## src/rtl/ad_dual_capture_if.sv

```systemverilog
// Valid/ready stream carrying one formatted ADC sample pair per beat.
// Signals: out_data {chB,chA}, out_otr {otr_b,otr_a}, out_valid, out_ready, out_last.
// master: capture engine (drives data/otr/valid/last); slave: consumer (drives ready).
interface ad_dual_capture_if #(
    parameter int DATA_W = 10
);
    logic [2*DATA_W-1:0] out_data;
    logic [1:0]          out_otr;
    logic                out_valid;
    logic                out_ready;
    logic                out_last;

    modport master (
        output out_data,
        output out_otr,
        output out_valid,
        output out_last,
        input  out_ready
    );

    modport slave (
        input  out_data,
        input  out_otr,
        input  out_valid,
        input  out_last,
        output out_ready
    );
endinterface

```

## src/rtl/ad_dual_capture.sv

```systemverilog
// Dual-channel ADC capture engine: lock qualification, pin registers, optional
// channel-A level trigger, decimated capture of sample pairs onto a valid/ready stream.
// Ports: ad_clk, rst_n (sync, active low), pll_lock (async), ad_data_a/b, ad_otr_a/b,
//   start, trig_mode, trig_level, decim, sample_num, stream (master),
//   adc_ready, busy, done, ovf, lock_err.
module ad_dual_capture #(
    parameter int DATA_W     = 10,
    parameter int CNT_W      = 16,
    parameter int LOCK_WAIT  = 1024,
    parameter bit OFFSET_BIN = 1'b1
) (
    input  logic              ad_clk,
    input  logic              rst_n,
    input  logic              pll_lock,
    input  logic [DATA_W-1:0] ad_data_a,
    input  logic              ad_otr_a,
    input  logic [DATA_W-1:0] ad_data_b,
    input  logic              ad_otr_b,
    input  logic              start,
    input  logic              trig_mode,
    input  logic [DATA_W-1:0] trig_level,
    input  logic [7:0]        decim,
    input  logic [CNT_W-1:0]  sample_num,
    ad_dual_capture_if.master stream,
    output logic              adc_ready,
    output logic              busy,
    output logic              done,
    output logic              ovf,
    output logic              lock_err
);

    localparam int LW = $clog2(LOCK_WAIT + 1);

    typedef enum logic [1:0] {
        WAIT_LOCK,
        IDLE,
        ARMED,
        CAPTURE
    } state_t;

    state_t              state;
    logic                lock_m;
    logic                lock_s;
    logic [LW-1:0]       lock_cnt;
    logic [DATA_W-1:0]   s1_a;
    logic [DATA_W-1:0]   s1_b;
    logic                s1_otr_a;
    logic                s1_otr_b;
    logic [DATA_W-1:0]   prev_a;
    logic [7:0]          dcnt;
    logic [7:0]          decim_l;
    logic [CNT_W-1:0]    scnt;
    logic [CNT_W-1:0]    last_idx;

    logic trig_hit;
    logic accept;
    logic is_final;
    logic xfer;
    logic blocked;
    logic [7:0] dcnt_next;

    function automatic logic [DATA_W-1:0] fmt(input logic [DATA_W-1:0] raw);
        if (OFFSET_BIN) begin
            return {~raw[DATA_W-1], raw[DATA_W-2:0]};
        end
        return raw;
    endfunction

    // Rising crossing on the raw stage-1 channel A value.
    assign trig_hit  = (prev_a < trig_level) && (s1_a >= trig_level);
    assign accept    = ((state == CAPTURE) && (dcnt == 8'd0)) ||
                       ((state == ARMED) && trig_hit);
    assign is_final  = (scnt == last_idx);
    assign xfer      = stream.out_valid && stream.out_ready;
    assign blocked   = stream.out_valid && !stream.out_ready;
    // In ARMED dcnt is 0, so this also seeds the counter after a trigger.
    assign dcnt_next = (dcnt == decim_l) ? 8'd0 : dcnt + 8'd1;

    assign adc_ready = (state != WAIT_LOCK);
    assign busy      = (state == ARMED) || (state == CAPTURE);

    always_ff @(posedge ad_clk) begin
        if (!rst_n) begin
            lock_m   <= 1'b0;
            lock_s   <= 1'b0;
            lock_cnt <= '0;
            s1_a     <= '0;
            s1_b     <= '0;
            s1_otr_a <= 1'b0;
            s1_otr_b <= 1'b0;
            prev_a   <= '0;
        end else begin
            lock_m   <= pll_lock;
            lock_s   <= lock_m;
            if (!lock_s) begin
                lock_cnt <= '0;
            end else if (lock_cnt != LW'(LOCK_WAIT)) begin
                lock_cnt <= lock_cnt + 1'b1;
            end
            s1_a     <= ad_data_a;
            s1_b     <= ad_data_b;
            s1_otr_a <= ad_otr_a;
            s1_otr_b <= ad_otr_b;
            prev_a   <= s1_a;
        end
    end

    always_ff @(posedge ad_clk) begin
        if (!rst_n) begin
            state            <= WAIT_LOCK;
            dcnt             <= '0;
            decim_l          <= '0;
            scnt             <= '0;
            last_idx         <= '0;
            done             <= 1'b0;
            ovf              <= 1'b0;
            lock_err         <= 1'b0;
            stream.out_data  <= '0;
            stream.out_otr   <= '0;
            stream.out_valid <= 1'b0;
            stream.out_last  <= 1'b0;
        end else begin
            done <= 1'b0;
            if (!lock_s) begin
                state <= WAIT_LOCK;
                if (busy) begin
                    lock_err         <= 1'b1;
                    stream.out_valid <= 1'b0;
                end else if (xfer) begin
                    stream.out_valid <= 1'b0;
                end
            end else begin
                // Dropped samples still advance the count so timing is preserved.
                if (accept && !blocked) begin
                    stream.out_data  <= {fmt(s1_b), fmt(s1_a)};
                    stream.out_otr   <= {s1_otr_b, s1_otr_a};
                    stream.out_last  <= is_final;
                    stream.out_valid <= 1'b1;
                end else if (accept) begin
                    ovf <= 1'b1;
                end else if (xfer) begin
                    stream.out_valid <= 1'b0;
                end

                unique case (state)
                    WAIT_LOCK: begin
                        if (lock_cnt == LW'(LOCK_WAIT)) begin
                            state <= IDLE;
                        end
                    end
                    IDLE: begin
                        if (start) begin
                            decim_l  <= decim;
                            last_idx <= (sample_num == '0) ? '0
                                                           : sample_num - 1'b1;
                            scnt     <= '0;
                            dcnt     <= '0;
                            ovf      <= 1'b0;
                            lock_err <= 1'b0;
                            state    <= trig_mode ? ARMED : CAPTURE;
                        end
                    end
                    ARMED: begin
                        if (trig_hit) begin
                            dcnt <= dcnt_next;
                            scnt <= scnt + 1'b1;
                            if (is_final) begin
                                state <= IDLE;
                                done  <= 1'b1;
                            end else begin
                                state <= CAPTURE;
                            end
                        end
                    end
                    CAPTURE: begin
                        dcnt <= dcnt_next;
                        if (dcnt == 8'd0) begin
                            scnt <= scnt + 1'b1;
                            if (is_final) begin
                                state <= IDLE;
                                done  <= 1'b1;
                            end
                        end
                    end
                endcase
            end
        end
    end

endmodule

```

## src/flat_wrapper.sv

```systemverilog
// flat-port wrapper written by rule: the top's interface ports become plain ports
module ad_dual_capture_flat 
#(
    parameter int DATA_W     = 10,
    parameter int CNT_W      = 16,
    parameter int LOCK_WAIT  = 1024,
    parameter bit OFFSET_BIN = 1'b1
)
  (ad_clk, rst_n, pll_lock, ad_data_a, ad_otr_a, ad_data_b, ad_otr_b, start, trig_mode, trig_level, decim, sample_num, adc_ready, busy, done, ovf, lock_err, stream_out_data, stream_out_otr, stream_out_valid, stream_out_last, stream_out_ready);
  ad_dual_capture_if #(.DATA_W(DATA_W)) stream_i ();
  input  logic ad_clk;
  input  logic rst_n;
  input  logic pll_lock;
  input  logic [DATA_W-1:0] ad_data_a;
  input  logic ad_otr_a;
  input  logic [DATA_W-1:0] ad_data_b;
  input  logic ad_otr_b;
  input  logic start;
  input  logic trig_mode;
  input  logic [DATA_W-1:0] trig_level;
  input  logic [7:0] decim;
  input  logic [CNT_W-1:0] sample_num;
  output logic adc_ready;
  output logic busy;
  output logic done;
  output logic ovf;
  output logic lock_err;
  output wire logic [$bits(stream_i.out_data)-1:0] stream_out_data;
  output wire logic [$bits(stream_i.out_otr)-1:0] stream_out_otr;
  output wire logic [$bits(stream_i.out_valid)-1:0] stream_out_valid;
  output wire logic [$bits(stream_i.out_last)-1:0] stream_out_last;
  input wire logic [$bits(stream_i.out_ready)-1:0] stream_out_ready;
  assign stream_out_data = stream_i.out_data;
  assign stream_out_otr = stream_i.out_otr;
  assign stream_out_valid = stream_i.out_valid;
  assign stream_out_last = stream_i.out_last;
  assign stream_i.out_ready = stream_out_ready;
  ad_dual_capture #(.DATA_W(DATA_W), .CNT_W(CNT_W), .LOCK_WAIT(LOCK_WAIT), .OFFSET_BIN(OFFSET_BIN)) u_core (.ad_clk(ad_clk), .rst_n(rst_n), .pll_lock(pll_lock), .ad_data_a(ad_data_a), .ad_otr_a(ad_otr_a), .ad_data_b(ad_data_b), .ad_otr_b(ad_otr_b), .start(start), .trig_mode(trig_mode), .trig_level(trig_level), .decim(decim), .sample_num(sample_num), .stream(stream_i), .adc_ready(adc_ready), .busy(busy), .done(done), .ovf(ovf), .lock_err(lock_err));
endmodule
```

## config.mk

```make
export PLATFORM = sky130hd
export DESIGN_NAME = ad_dual_capture_flat
export DESIGN_NICKNAME = d
export VERILOG_FILES = /design/src/rtl/ad_dual_capture_if.sv /design/src/rtl/ad_dual_capture.sv /design/src/flat_wrapper.sv
export SDC_FILE = /design/constraint.sdc
export NUM_CORES = 1
export LEC_CHECK = 0
export ABC_AREA = 1
export BUFFER_PORTS_ARGS = -buffer_cell sky130_fd_sc_hd__buf_2
export CAP_MARGIN = 20
export CORE_MARGIN = 3
export CORE_UTILIZATION = 57
export CTS_CLUSTER_SIZE = 10
export DETAILED_ROUTE_END_ITERATION = 8
export GPL_TIMING_DRIVEN = 0
export PLACE_DENSITY_LB_ADDON = 0.2
export SLEW_MARGIN = 20
export SYNTH_ARGS = -nofsm -noshare
export SYNTH_HDL_FRONTEND = slang
export SYNTH_SLANG_ARGS = --single-unit
```

## constraint.sdc

```tcl
create_clock -name ad_clk -period 2.13 [get_ports ad_clk]
set_input_delay 0.213 -clock ad_clk [delete_from_list [all_inputs] [get_ports ad_clk]]
set_output_delay 0.213 -clock ad_clk [all_outputs]
set_load 0.02 [all_outputs]
```

# Word level (Yosys, flattened, before mapping)
# Cells that the tools add are included.
# word_totals
reg_bits	122
elab_cells	105
in_bits	62
out_inout_bits	29
# op_classes
n_reduce_logical	23
n_bitwise	2
add_sub_neg	4
muxes	39
n_eq_ne	15
n_lt_le_gt_ge	2
# op_table
cell	n
2-to-1 mux 16 bit	4
one-hot mux 16 bit (3 select lines)	1
2-to-1 mux 8 bit	3
one-hot mux 8 bit (3 select lines)	1
2-to-1 mux 1 bit	20
2-to-1 mux 10 bit	2
adder 16 x 1 -> 16 bit, second input constant	1
equality test 16 bit	1
zero test 16 bit	1
subtractor 16 x 1 -> 16 bit, second input constant	1
2-to-1 mux 2 bit	6
adder 11 x 1 -> 11 bit, second input constant	1
equality test 11 bit, second input constant	1
inequality test 11 bit, second input constant	1
greater-or-equal comparator 10 bit	1
< comparator 10 bit	1
AND reduction 5 bit	2
adder 8 x 1 -> 8 bit, second input constant	1
equality test 8 bit	1
zero test 8 bit	1
inequality test 2 x 1 -> 1 bit, second input constant	4
one-hot mux 2 bit (4 select lines)	1
logical AND 1 bit	6
inequality test 2 bit, second input constant	3
13 further kinds	20

# Longest topological paths before layout
# Gate-level depths: netlist of the first run.
# logic_depth
word_depth	9
ltp_mapped	16
ltp_nobuf	16

# Least setup slack after synthesis of the first run
# Ideal clock, no wire load.
# synth_timing
path_kind	reg2reg
startpoint	register u_core.prev_a[9]
endpoint	register u_core.scnt[6]
required_time_ps	1998
path_slack_ps	414
path_stages_with_launch	12
arrival_ps	1584
setup_time_ps	132
path_buffers	1
synth_period_minus_slack_ps	1716
cell_sequence	dfxtp_1 -> ha_1 -> a21o_1 -> nor2_1 -> nand2_1 -> nor2_1 -> nand2_1 -> nand2_2 -> nand3_2 -> buf_4 -> nand2_1 -> a21oi_1
# synth_between
elab_chain_len	4
# synth_lines
element	line_no	text
start: declaration	ad_dual_capture.sv:49	logic [DATA_W-1:0] prev_a;
start signal: assignment	ad_dual_capture.sv:91	prev_a <= '0;
start signal: assignment	ad_dual_capture.sv:104	prev_a <= s1_a;
< comparator 10 bit	ad_dual_capture.sv:70	assign trig_hit = (prev_a < trig_level) && (s1_a >= trig_level);
logical AND 1 bit	ad_dual_capture.sv:70	
inequality test 2 x 1 -> 1 bit (no source line)	n/a	
AND reduction 5 bit (no source line)	n/a	
end signal: assignment	ad_dual_capture.sv:166	scnt <= scnt + 1'b1;
end signal: assignment	ad_dual_capture.sv:178	scnt <= scnt + 1'b1;
end: declaration	ad_dual_capture.sv:52	logic [CNT_W-1:0] scnt;
# Every way passes these cells.
# A chain may end at the register's enable or synchronous reset.

# Worst setup path in the final report of the first run
# layout_timing
startpoint	register u_core.state[0]
endpoint	output busy
# layout_between
elab_chain_len	2
elab_cells_between_ends	3
classes_between	eq/ne (2); reduce/logical (1)
# layout_lines
element	line_no	text
start: declaration	ad_dual_capture.sv:41	state_t state;
start signal: assignment	ad_dual_capture.sv:160	state <= trig_mode ? ARMED : CAPTURE;
equality test 2 bit	ad_dual_capture.sv:80	assign busy = (state == ARMED) || (state == CAPTURE);
logical OR 1 bit (*)	ad_dual_capture.sv:80	
end: declaration	flat_wrapper.sv:24	output logic busy;
# Every way passes the cells marked *; elsewhere a longest branch is shown, timed or not.

==> results by group, run 1 <==
Global routing
  – M3 GR Usage: 0.0639
  – GRT Total Usage: 0.267
  – Initial antenna violation count: 0
  – Pin count of the biggest net entering global routing: 17
  – First-pass GRT wire length: ~27000 µm
  – Grt met1 use: 0.343
  – Congestion Overflow GR: 0
  – Met2 Use GR: 0.432
  – Vias in the first global route: around 5800
  – Gr busiest metal: met2

Finish
  – Final net count: roughly 1200
  – N_diodes: 0
  – Fillers: approximately 790
  – Fin cells: 1214
  – Post-route cell area: just under 8000 µm²
  – Footprint of the multi-input gates: ~3200 µm²
  – Core Util, Final: 0.755
  – Layout Area Growth over Synthesis: 26.8%
  – Register area: approximately 2400 µm²
  – Share of layout cells above drive strength 1: 0.149

Yosys
  – Post-synth EDFFs: 0
  – Syn nets: around 1000
  – FF+latch count, synth: 122
  – Count leader, synth: nand2_1
  – Gate Count Post-Synth: 913
  – Ranking of synthesized cells by area: dfxtp_1, nand2_1, inv_1, nor2_1, ha_1
  – Warnings from Yosys: 0
  – Ys async rst share: 0
  – Commonest cells post-synth: nand2_1, inv_1, nor2_1
  – Most used DFF post-synth: dfxtp_1
  – Avg Cell Area, Syn: a little under 7 µm²
  – Top cell type's share of synthesized area: 0.390
  – Seq/Total Area, Yosys: 0.390
  – Synth unique cells: 38
  – Synth Cell Area: ~6300 µm²
  – Area leader, netlist: dfxtp_1

Floorplan
  – Initial Utilization: 0.595
  – Die Y-Extent: between 100 and 150 µm
  – Core area: 10500 µm²
  – Die ar.: between 10000 and 15000 µm²
  – Num rows: 37
  – IO Pins: 91
  – Die width: roughly 110 µm

Worst hold path
  – Hold Path End: u_core.last_idx[5]
  – Worst hold stages: 3
  – Hold path start: sample_num[5]
  – Worst hold path type: in2reg

Critical path
  – Reg2reg setup slack: roughly 0.12 ns
  – FF-to-FF path depth: 8
  – Crit Path Max Fanout: 6
  – Startpoint types: flop
  – WS Path Type: reg2out
  – Worst R2R End: u_core.last_idx[8]
  – Crit path DAT: between 1.5 and 2 ns
  – Critical Path RT: approximately 1.9 ns
  – Worst Setup End Kind: output port
  – Reg2reg start: u_core.state[1]

Route
  – Routed vias/inst: ~5.1
  – DRC Markers: 0
  – Routed vias: 6134
  – DR WL/cell: between 10 and 15 µm
  – Antenna Nets Post-Route: 0
  – DR iter-0 viols: between 400 and 500
  – DRT Wirelength: 16100 µm
  – Drt pass-1 iters: 8

STA
  – Hold Fails Final Rpt: 0
  – Fmax: ~0.5 GHz
  – Fin crit share: 0.946
  – Count of pins over their slew limit: 0
  – Fin crit period: around 2 ns
  – Clock skew: approximately 0.012 ns
  – Worst-Margin Slew: roughly 0.6 ns
  – Setup TNS: 0 ns
  – Endpoints failing setup: 0
  – Slew HR: 0.598

Clocking
  – CTS Buf Count: 17
  – TritonCTS clock tree: built
  – Worst-case clock buffer depth: 2
  – CTS sink cnt: 122
  – Clock transition at path regs: 0.06 ns
  – Htree depth: 4
  – Root buf cell: clkbuf_8
  – Clk_lat worst skew: ~0.53 ns

Outcome
  – Status: complete, no violations

Placed design
  – Cell Area, Placed: approximately 6900 µm²
  – # port buffers: 90
  – Cells after DPL: 1139
  – HPWL Detailed: 10900 µm
  – RePlAce Congestion: between 0.9 and 1

Power and ir drop
  – P_leak: slightly below 0.004 µW
  – Peak supply drop: about 0.57 mV
  – Pwr Density: 683 nW/µm²

Flow run
  – Maxcap violations: 0
[layout by cell type (no fill, tap or decap), drive strengths merged, types with 24 or more instances in the layout]
cell type and n:
clkbuf 27, a21oi 42, nor2 131, o21ai 28
nand2 241, nand3 52, xor2 31, dfxtp 122
ha 30, buf 112, inv 148, nand4 24
dlygate4sd3 35
[layout make-up]
cell class	instances	share of cell area
inverter	148	0.0700
tap	136	0.0215
clock inverter	14	0.0186
timing repair buffer	133	0.109
buffer	23	0.0164
clock buffer	18	0.0540
multi-input combinational	620	0.403
sequential	122	0.308
[where the power goes]
part	internal [µW]	switching, µW	leakage, µW
combinational	143	168	0.00266
clock	1690	1080	0.000269
sequential	2320	18.7	0.000990
total	4150	1270	0.00392
[routing by layer]
metal,share of wire,wire length [µm]
met3,0.054,872
met2,0.47,7490
met1,0.46,7310
met5,0,0
met4,0.025,397
[cells by family after synthesis]
family          synth area share
buf+inv                    0.105
simple gates               0.314
fa+ha+maj                 0.0600
flops                      0.390
compound gates            0.0750
xor+xnor                  0.0560
[worst max-delay path, stage by stage, from the launching register on]
cell	delay (ns)
dfxtp_1	0.40
inv_1	0.11
ha_2	0.28
nor2_2	0.17
inv_1	0.13
buf_2	0.18
[through the flow]
stage | worst slack (ns) | total power, µW | hold slack [ns]
after floorplan | 0.414 | 2510 | 0.311
after detailed placement | 0.0152 | 2630 | 0.396
after CTS | 0.0394 | 5440 | 0.00550
after global placement | 0.0297 | 2620 | 0.393
after global routing | -0.00743 | 5590 | 0.0291
final | 0.116 | 5420 | 0.0229
[worst max-delay path by stage]
| stage | from | end | slack [ns] |
|---|---|---|---|
| after floorplan | u_core.prev_a[9] | u_core.scnt[6] | 0.41 |
| after global placement | trig_level[9] | u_core.stream.out_data[7] | 0.03 |
| after detailed placement | trig_level[9] | u_core.scnt[12] | 0.02 |
| after CTS | u_core.s1_a[9] | u_core.scnt[6] | 0.04 |
| after global routing | u_core.s1_a[7] | u_core.stream.out_data[2] | -0.007 |
| final | u_core.state[0] | busy | 0.12 |
[what timing repair did]
action / in CTS / in global routing
endpoints found under the setup margin: 1 / 58
hold endpoints to repair: 35 / 0
buffers inserted: 0 / 8
pin swaps: 0 / 3
hold buffers: 35 / 0
resized for setup: 1 / 25
[flip-flops by register name, summed over array words and instances (netlist names), 2 cells and up]
signal and cells:
u_core.dcnt 8, u_core.decim_l 8, u_core.last_idx 16, u_core.lock_cnt 11
u_core.prev_a 10, u_core.s1_a 10, u_core.s1_b 10, u_core.scnt 16
u_core.state 2, u_core.stream.out_data 20, u_core.stream.out_otr 2
Note: power is estimated with default switching activity, not from simulation.
==> inputs of run 2 (changes only) <==
- CORE_UTILIZATION: 57 -> 40
- SETUP_SLACK_MARGIN: not set -> 0.2
==> results by group, run 2 (same netlist as run 1, synthesis figures left out) <==
Power and ir drop
  – P_leak: just under 0.004 µW
  – Pwr Density: 653 nW/µm²
  – Comb pwr share: 0.060
  – Power after layout: roughly 5500 µW
  – Peak supply drop: 0.558 mV
  – Pint: 4210 µW
  – Seq pwr share: 0.427
  – Net Sw Power: 1260 µW
  – Clock share of power: 0.512
  – Sw Share: 0.230

Finish
  – Most frequent cells in the layout: nand2_1, inv_1, nor2_1
  – Largest registers: u_core.stream.out_data (20), u_core.last_idx (16), u_core.scnt (16)
  – Fin cells: approximately 1300
  – Layout Area Growth over Synthesis: 33.9%
  – Biggest register: u_core.stream.out_data
  – Share of layout cells above drive strength 1: 0.206
  – Max reg flops: 20
  – Fillers: 1507
  – Final net count: ~1200
  – Most common cell after layout, fill and taps aside: nand2_1
  – N_diodes: 0

Route
  – DR iter-0 viols: ~350
  – Routed vias: a little under 6000
  – DR WL/cell: 12.8 µm
  – Met2 WL: between 7000 and 8000 µm
  – Antenna Nets Post-Route: 0
  – DRC Markers: 0
  – Routed vias/inst: 4.57
  – Max Used Layer: met4
  – Drt pass-1 iters: 5
  – M1 wire length: 8030 µm
  – DRT Wirelength: 16500 µm
  – WL met3: around 710 µm

STA
  – Fin crit share: 0.949
  – Count of pins over their slew limit: 0
  – Fin crit period: 2.02 ns
  – Slew HR: 0.560
  – Worst-Margin Slew: between 0.6 and 0.7 ns
  – Setup TNS: 0 ns
  – Fmax: slightly below 0.5 GHz
  – RSZ-0062 raised after global routing: yes
  – Endpoints failing setup: 0
  – Hold Fails Final Rpt: 0
  – Clock skew: roughly 0.015 ns

Critical path
  – Reg2reg start: u_core.prev_a[5]
  – Crit path max-delay family: simple AND/OR/NAND/NOR gates
  – FF-to-FF path depth: 12
  – Setup crit end: u_core.stream.out_data[6]
  – Crit Path Max Fanout: 10
  – CP Depth: 12
  – Worst R2R End: u_core.stream.out_data[6]
  – Slowest Stage Delay on Critical Path: 0.33 ns
  – WS Path Type: reg2reg
  – Startpoint types: flop
  – Crit path DAT: ~2.3 ns
  – Worst Setup End Kind: flop
  – Critical path origin: u_core.prev_a[5]
  – Worst path cell trace: ha_4 > a21oi_2 > nand2_1 > nand2_1 > nand2_2 > nor2_4 > nand3_2 > nand2_4 > nand3_4 > buf_6 > nor2_2 > nor2_4
  – Reg2reg setup slack: about 0.11 ns
  – Critical Path RT: between 2 and 2.5 ns
  – Critical path's slowest cell: dfxtp_2
  – Buf/Inv on CP: 1

Floorplan
  – Die ar.: ~17000 µm²
  – IO Pins: between 90 and 100
  – Die width: between 100 and 150 µm
  – Die Y-Extent: ~130 µm
  – Initial Utilization: 0.410
  – Core area: about 15000 µm²
  – Num rows: 45

Global routing
  – Vias in the first global route: roughly 5500
  – GRT Total Usage: 0.195
  – Congestion Overflow GR: 0
  – First-pass GRT wire length: 26400 µm
  – Pin count of the biggest net entering global routing: 17
  – Initial antenna violation count: 0

Clocking
  – Htree depth: 4
  – CTS Buf Count: 17
  – TritonCTS clock tree: built
  – Clk_lat worst skew: between 0.4 and 0.5 ns
  – CTS sink cnt: about 120
  – Clock transition at path regs: approximately 0.060 ns
  – Root buf cell: clkbuf_16
  – Worst-case clock buffer depth: 2

Placed design
  – Cells after DPL: about 1200
  – RePlAce Congestion: approximately 0.86
  – # port buffers: 90
  – HPWL Detailed: approximately 11000 µm

Outcome
  – Status: complete, no violations

Worst hold path
  – Worst hold path type: in2reg

Flow run
  – Maxcap violations: 0
[run 2: layout make-up]
| class | instances | area, µm² | area share |
|---|---|---|---|
| Multi-Input combinational cell | 621 | 3480 | 0.416 |
| Sequential cell | 122 | 2450 | 0.293 |
| Inverter | 148 | 558 | 0.0666 |
| Clock buffer | 21 | 450 | 0.0538 |
| Timing Repair Buffer | 135 | 902 | 0.108 |
| Buffer | 23 | 149 | 0.0178 |
| Tap cell | 211 | 264 | 0.0315 |
| Clock inverter | 10 | 118 | 0.0140 |
[run 2: worst min-delay path: cells and delay by family]
family | cells | cell delay [ns]
and+or+nand+nor | 2 | 0.12
buffers and inverters | 1 | 0.08
[run 2: metrics by stage]
| step | area [µm²] | hold slack, ns | worst slack, ns | util |
|---|---|---|---|---|
| floorplan | 6260 | 0.311 | 0.414 | - |
| detailed placement | 6970 | 0.399 | -0.0361 | 0.457 |
| finish | 8380 | 0.0220 | 0.109 | 0.549 |
| global placement | 6970 | 0.395 | -0.0184 | 0.457 |
| global route | 8380 | 0.0103 | -0.0435 | 0.549 |
| CTS | 7930 | 0.0101 | 0.131 | 0.519 |
[run 2: how the worst min path moves through the flow]
stage	from	to	slack [ns]	cells past startpoint
final	decim[6]	u_core.decim_l[6]	0.02	3
after global routing	decim[6]	u_core.decim_l[6]	0.01	3
after CTS	decim[6]	u_core.decim_l[6]	0.01	3
after detailed placement	ad_data_a[4]	u_core.s1_a[4]	0.40	3
after global placement	ad_data_a[0]	u_core.s1_a[0]	0.40	3
after floorplan	pll_lock	u_core.lock_m	0.31	2
[run 2: per-layer routing]
metal,global-route usage,up-vias
li1,-,3155
met1,0.263,2622
met2,0.301,106
met3,0.0583,16
met4,0.0629,0
met5,0,-
[run 2: what timing repair did]
action	in CTS	in global routing
pin swaps	3	22
hold buffers	30	0
setup buffers	4	9
hold endpoints to repair	30	0
resized for setup	17	84
endpoints found under the setup margin	64	65
cloned	0	3
[run 2: power groups by stage]
stage | sequential (µW) | clock, µW | combinational [µW]
floorplan | 2380 | 0 | 138
global placement | 2380 | 0 | 247
detailed placement | 2380 | 0 | 249
CTS | 2330 | 2840 | 296
global route | 2340 | 2960 | 378
finish | 2340 | 2800 | 330
==> inputs of run 3 (changes only) <==
- ABC_AREA: 1 -> not set
==> results by group, run 3 <==
Outcome
  – Status: finished, violations left
  – Failing checks: setup timing

Yosys
  – Syn nets: 695
  – Ys async rst share: 0
  – Post-synth EDFFs: 0
  – Synth Cell Area: between 5000 and 6000 µm²
  – Gate Count Post-Synth: 603
  – Avg Cell Area, Syn: between 9 and 10 µm²
  – Area leader, netlist: dfxtp_1
  – Count leader, synth: dfxtp_1
  – Top cell type's share of synthesized area: 0.432
  – Synth unique cells: 50
  – FF+latch count, synth: between 100 and 150
  – Seq/Total Area, Yosys: 0.432
  – Warnings from Yosys: 0
  – Ranking of synthesized cells by area: dfxtp_1, ha_1, xor2_1, nor2_1, xnor2_1
  – Most used DFF post-synth: dfxtp_1
  – Commonest cells post-synth: dfxtp_1, nor2_1, nand2_1

Clocking
  – CTS Buf Count: 17
  – TritonCTS clock tree: built
  – Worst-case clock buffer depth: 2
  – Clock transition at path regs: ~0.050 ns
  – Clk_lat worst skew: 0.42 ns
  – Htree depth: 4
  – Root buf cell: clkbuf_16
  – CTS sink cnt: roughly 120

Finish
  – Layout Area Growth over Synthesis: 38.9%
  – Core Util, Final: 0.580
  – Max reg flops: 20
  – Biggest register: u_core.stream.out_data
  – Final net count: about 850
  – Most common cell after layout, fill and taps aside: dfxtp_1
  – Largest registers: u_core.stream.out_data (20), u_core.last_idx (16), u_core.scnt (16)
  – Share of layout cells above drive strength 1: 0.297
  – N_diodes: 0
  – Most frequent cells in the layout: dfxtp_1, buf_2, nor2_1
  – Post-route cell area: around 7900 µm²

Route
  – Antenna Nets Post-Route: 0
  – Drt pass-1 iters: 4
  – Routed vias: around 4800
  – DRC Markers: 0
  – DR iter-0 viols: about 220
  – DR WL/cell: around 15 µm
  – DRT Wirelength: between 10000 and 15000 µm
  – Routed vias/inst: slightly above 5

Worst hold path
  – Worst hold path type: in2reg
  – Worst hold stages: 2
  – Hold Path End: u_core.s1_b[4]
  – Hold path start: ad_data_b[4]

Floorplan
  – Die Y-Extent: roughly 120 µm
  – Num rows: 42
  – Die ar.: 15600 µm²
  – Die width: about 120 µm
  – Core area: 13600 µm²
  – IO Pins: between 90 and 100
  – Initial Utilization: 0.417

Critical path
  – Critical Path RT: approximately 2.4 ns
  – FF-to-FF path depth: 12
  – Reg2reg setup slack: -0.29 ns
  – Reg2reg start: u_core.prev_a[9]
  – Crit Path Max Fanout: 6
  – Worst Setup End Kind: flop
  – Worst R2R End: u_core.stream.out_data[11]
  – WS Path Type: reg2reg
  – Startpoint types: flop
  – Crit path DAT: between 2 and 3 ns

STA
  – Setup TNS: -9.44 ns
  – Fin crit period: 2.42 ns
  – RSZ-0062 raised after global routing: yes
  – Clock skew: between 0.008 and 0.009 ns
  – Final WS setup: -0.291 ns
  – Worst-Margin Slew: 0.721 ns
  – Hold Fails Final Rpt: 0
  – Fmax: approximately 0.41 GHz
  – Count of pins over their slew limit: 0
  – Endpoints failing setup: 52
  – Fin crit share: 1.14
  – Slew HR: 0.520

Placed design
  – RePlAce Congestion: approximately 0.86
  – HPWL Detailed: 9890 µm
  – Cell Area, Placed: roughly 6400 µm²
  – Worst slack at placement: -0.571 ns
  – # port buffers: 90

Global routing
  – First-pass GRT wire length: 23400 µm
  – Initial antenna violation count: 0
  – Pin count of the biggest net entering global routing: 17
  – Congestion Overflow GR: 0
  – Vias in the first global route: 4758
  – GRT Total Usage: 0.184

Flow run
  – Maxcap violations: 0

Power and ir drop
  – P_leak: 0.00320 µW
  – Peak supply drop: ~0.44 mV
  – Pwr Density: between 700 and 800 nW/µm²
run 3: cell types whose count changed after synthesis, moves of 16 or more:
| cell | before | now |
|---|---|---|
| nand2_1 | 239 | 47 |
| inv_1 | 145 | 25 |
| nor2_1 | 129 | 63 |
| and2_1 | 0 | 35 |
| nand3_1 | 50 | 23 |
| a21oi_1 | 42 | 19 |
| mux2i_1 | 0 | 22 |
| xnor2_1 | 9 | 26 |
| nand4_1 | 24 | 8 |
run 3: metrics by stage:
stage                     power (µW)  hold slack, ns  std cells
after global routing            5710          0.0109        944
after detailed placement        2640           0.414        869
final                           5520          0.0120        944
after CTS                       5550        0.000484        939
after global placement          2640           0.418        869
after floorplan                 2520           0.328        603
run 3: report_power, final:
| part | switching [µW] | internal, µW |
|---|---|---|
| Clock | 988 | 1830 |
| Sequential | 18.5 | 2320 |
| Combinational | 178 | 195 |
run 3: cells by family after synthesis:
kind of cell    synth area share
compound gates             0.124
xor+xnor                  0.0944
fa+ha+maj                 0.0664
buf+inv                   0.0363
flops                      0.432
mux                       0.0409
simple gates               0.206
run 3: how the worst max path moves through the flow:
| stage | from | end | slack (ns) | cells after the start |
|---|---|---|---|---|
| 3_5_place_dp | trig_level[7] | u_core.stream.out_data[15] | -0.57 | 12 |
| 2_1_floorplan | u_core.s1_a[7] | u_core.stream.out_data[12] | -0.06 | 10 |
| 4_1_cts | u_core.prev_a[7] | u_core.scnt[6] | -0.27 | 10 |
| 6_report | u_core.prev_a[9] | u_core.stream.out_data[11] | -0.29 | 12 |
| 5_1_grt | u_core.prev_a[9] | u_core.dcnt[2] | -0.40 | 12 |
| 3_3_place_gp | trig_level[4] | u_core.ovf | -0.55 | 11 |
run 3: cell type report:
cell class                 instances  area (µm²)
inverter                          25        93.8
sequential                       122        2460
fill                            1162        5700
clock buffer                      23         488
timing repair buffer             134         937
clock inverter                     8        92.6
multi-input combinational        432        3400
tap                              176         220
buffer                            24         166
run 3: what timing repair did:
action,in CTS,in global routing
hold buffers,24,0
hold endpoints to repair,24,0
resized for setup,56,22
pin swaps,21,24
endpoints found under the setup margin,72,63
cloned,2,0
buffers inserted,13,5
run 3: worst max-delay path, cell delays in order, from the launching register on:
cell and delay [ns]:
dfxtp_2 0.34, ha_4 0.24, nand4_1 0.12, a211oi_2 0.05
a2111oi_2 0.36, o211ai_1 0.14, buf_4 0.18, buf_12 0.14
o22ai_4 0.12, buf_12 0.16, buf_8 0.13, mux2i_2 0.22
nor2_1 0.07
run 3: per-layer routing:
| layer | vias to the layer above | wire, µm | track usage |
|---|---|---|---|
| li1 | 2381 | - | - |
| met1 | 2277 | 6640 | 0.229 |
| met2 | 106 | 6900 | 0.303 |
| met3 | 26 | 508 | 0.0485 |
| met4 | 0 | 288 | 0.0765 |
| met5 | - | 0 | 0 |
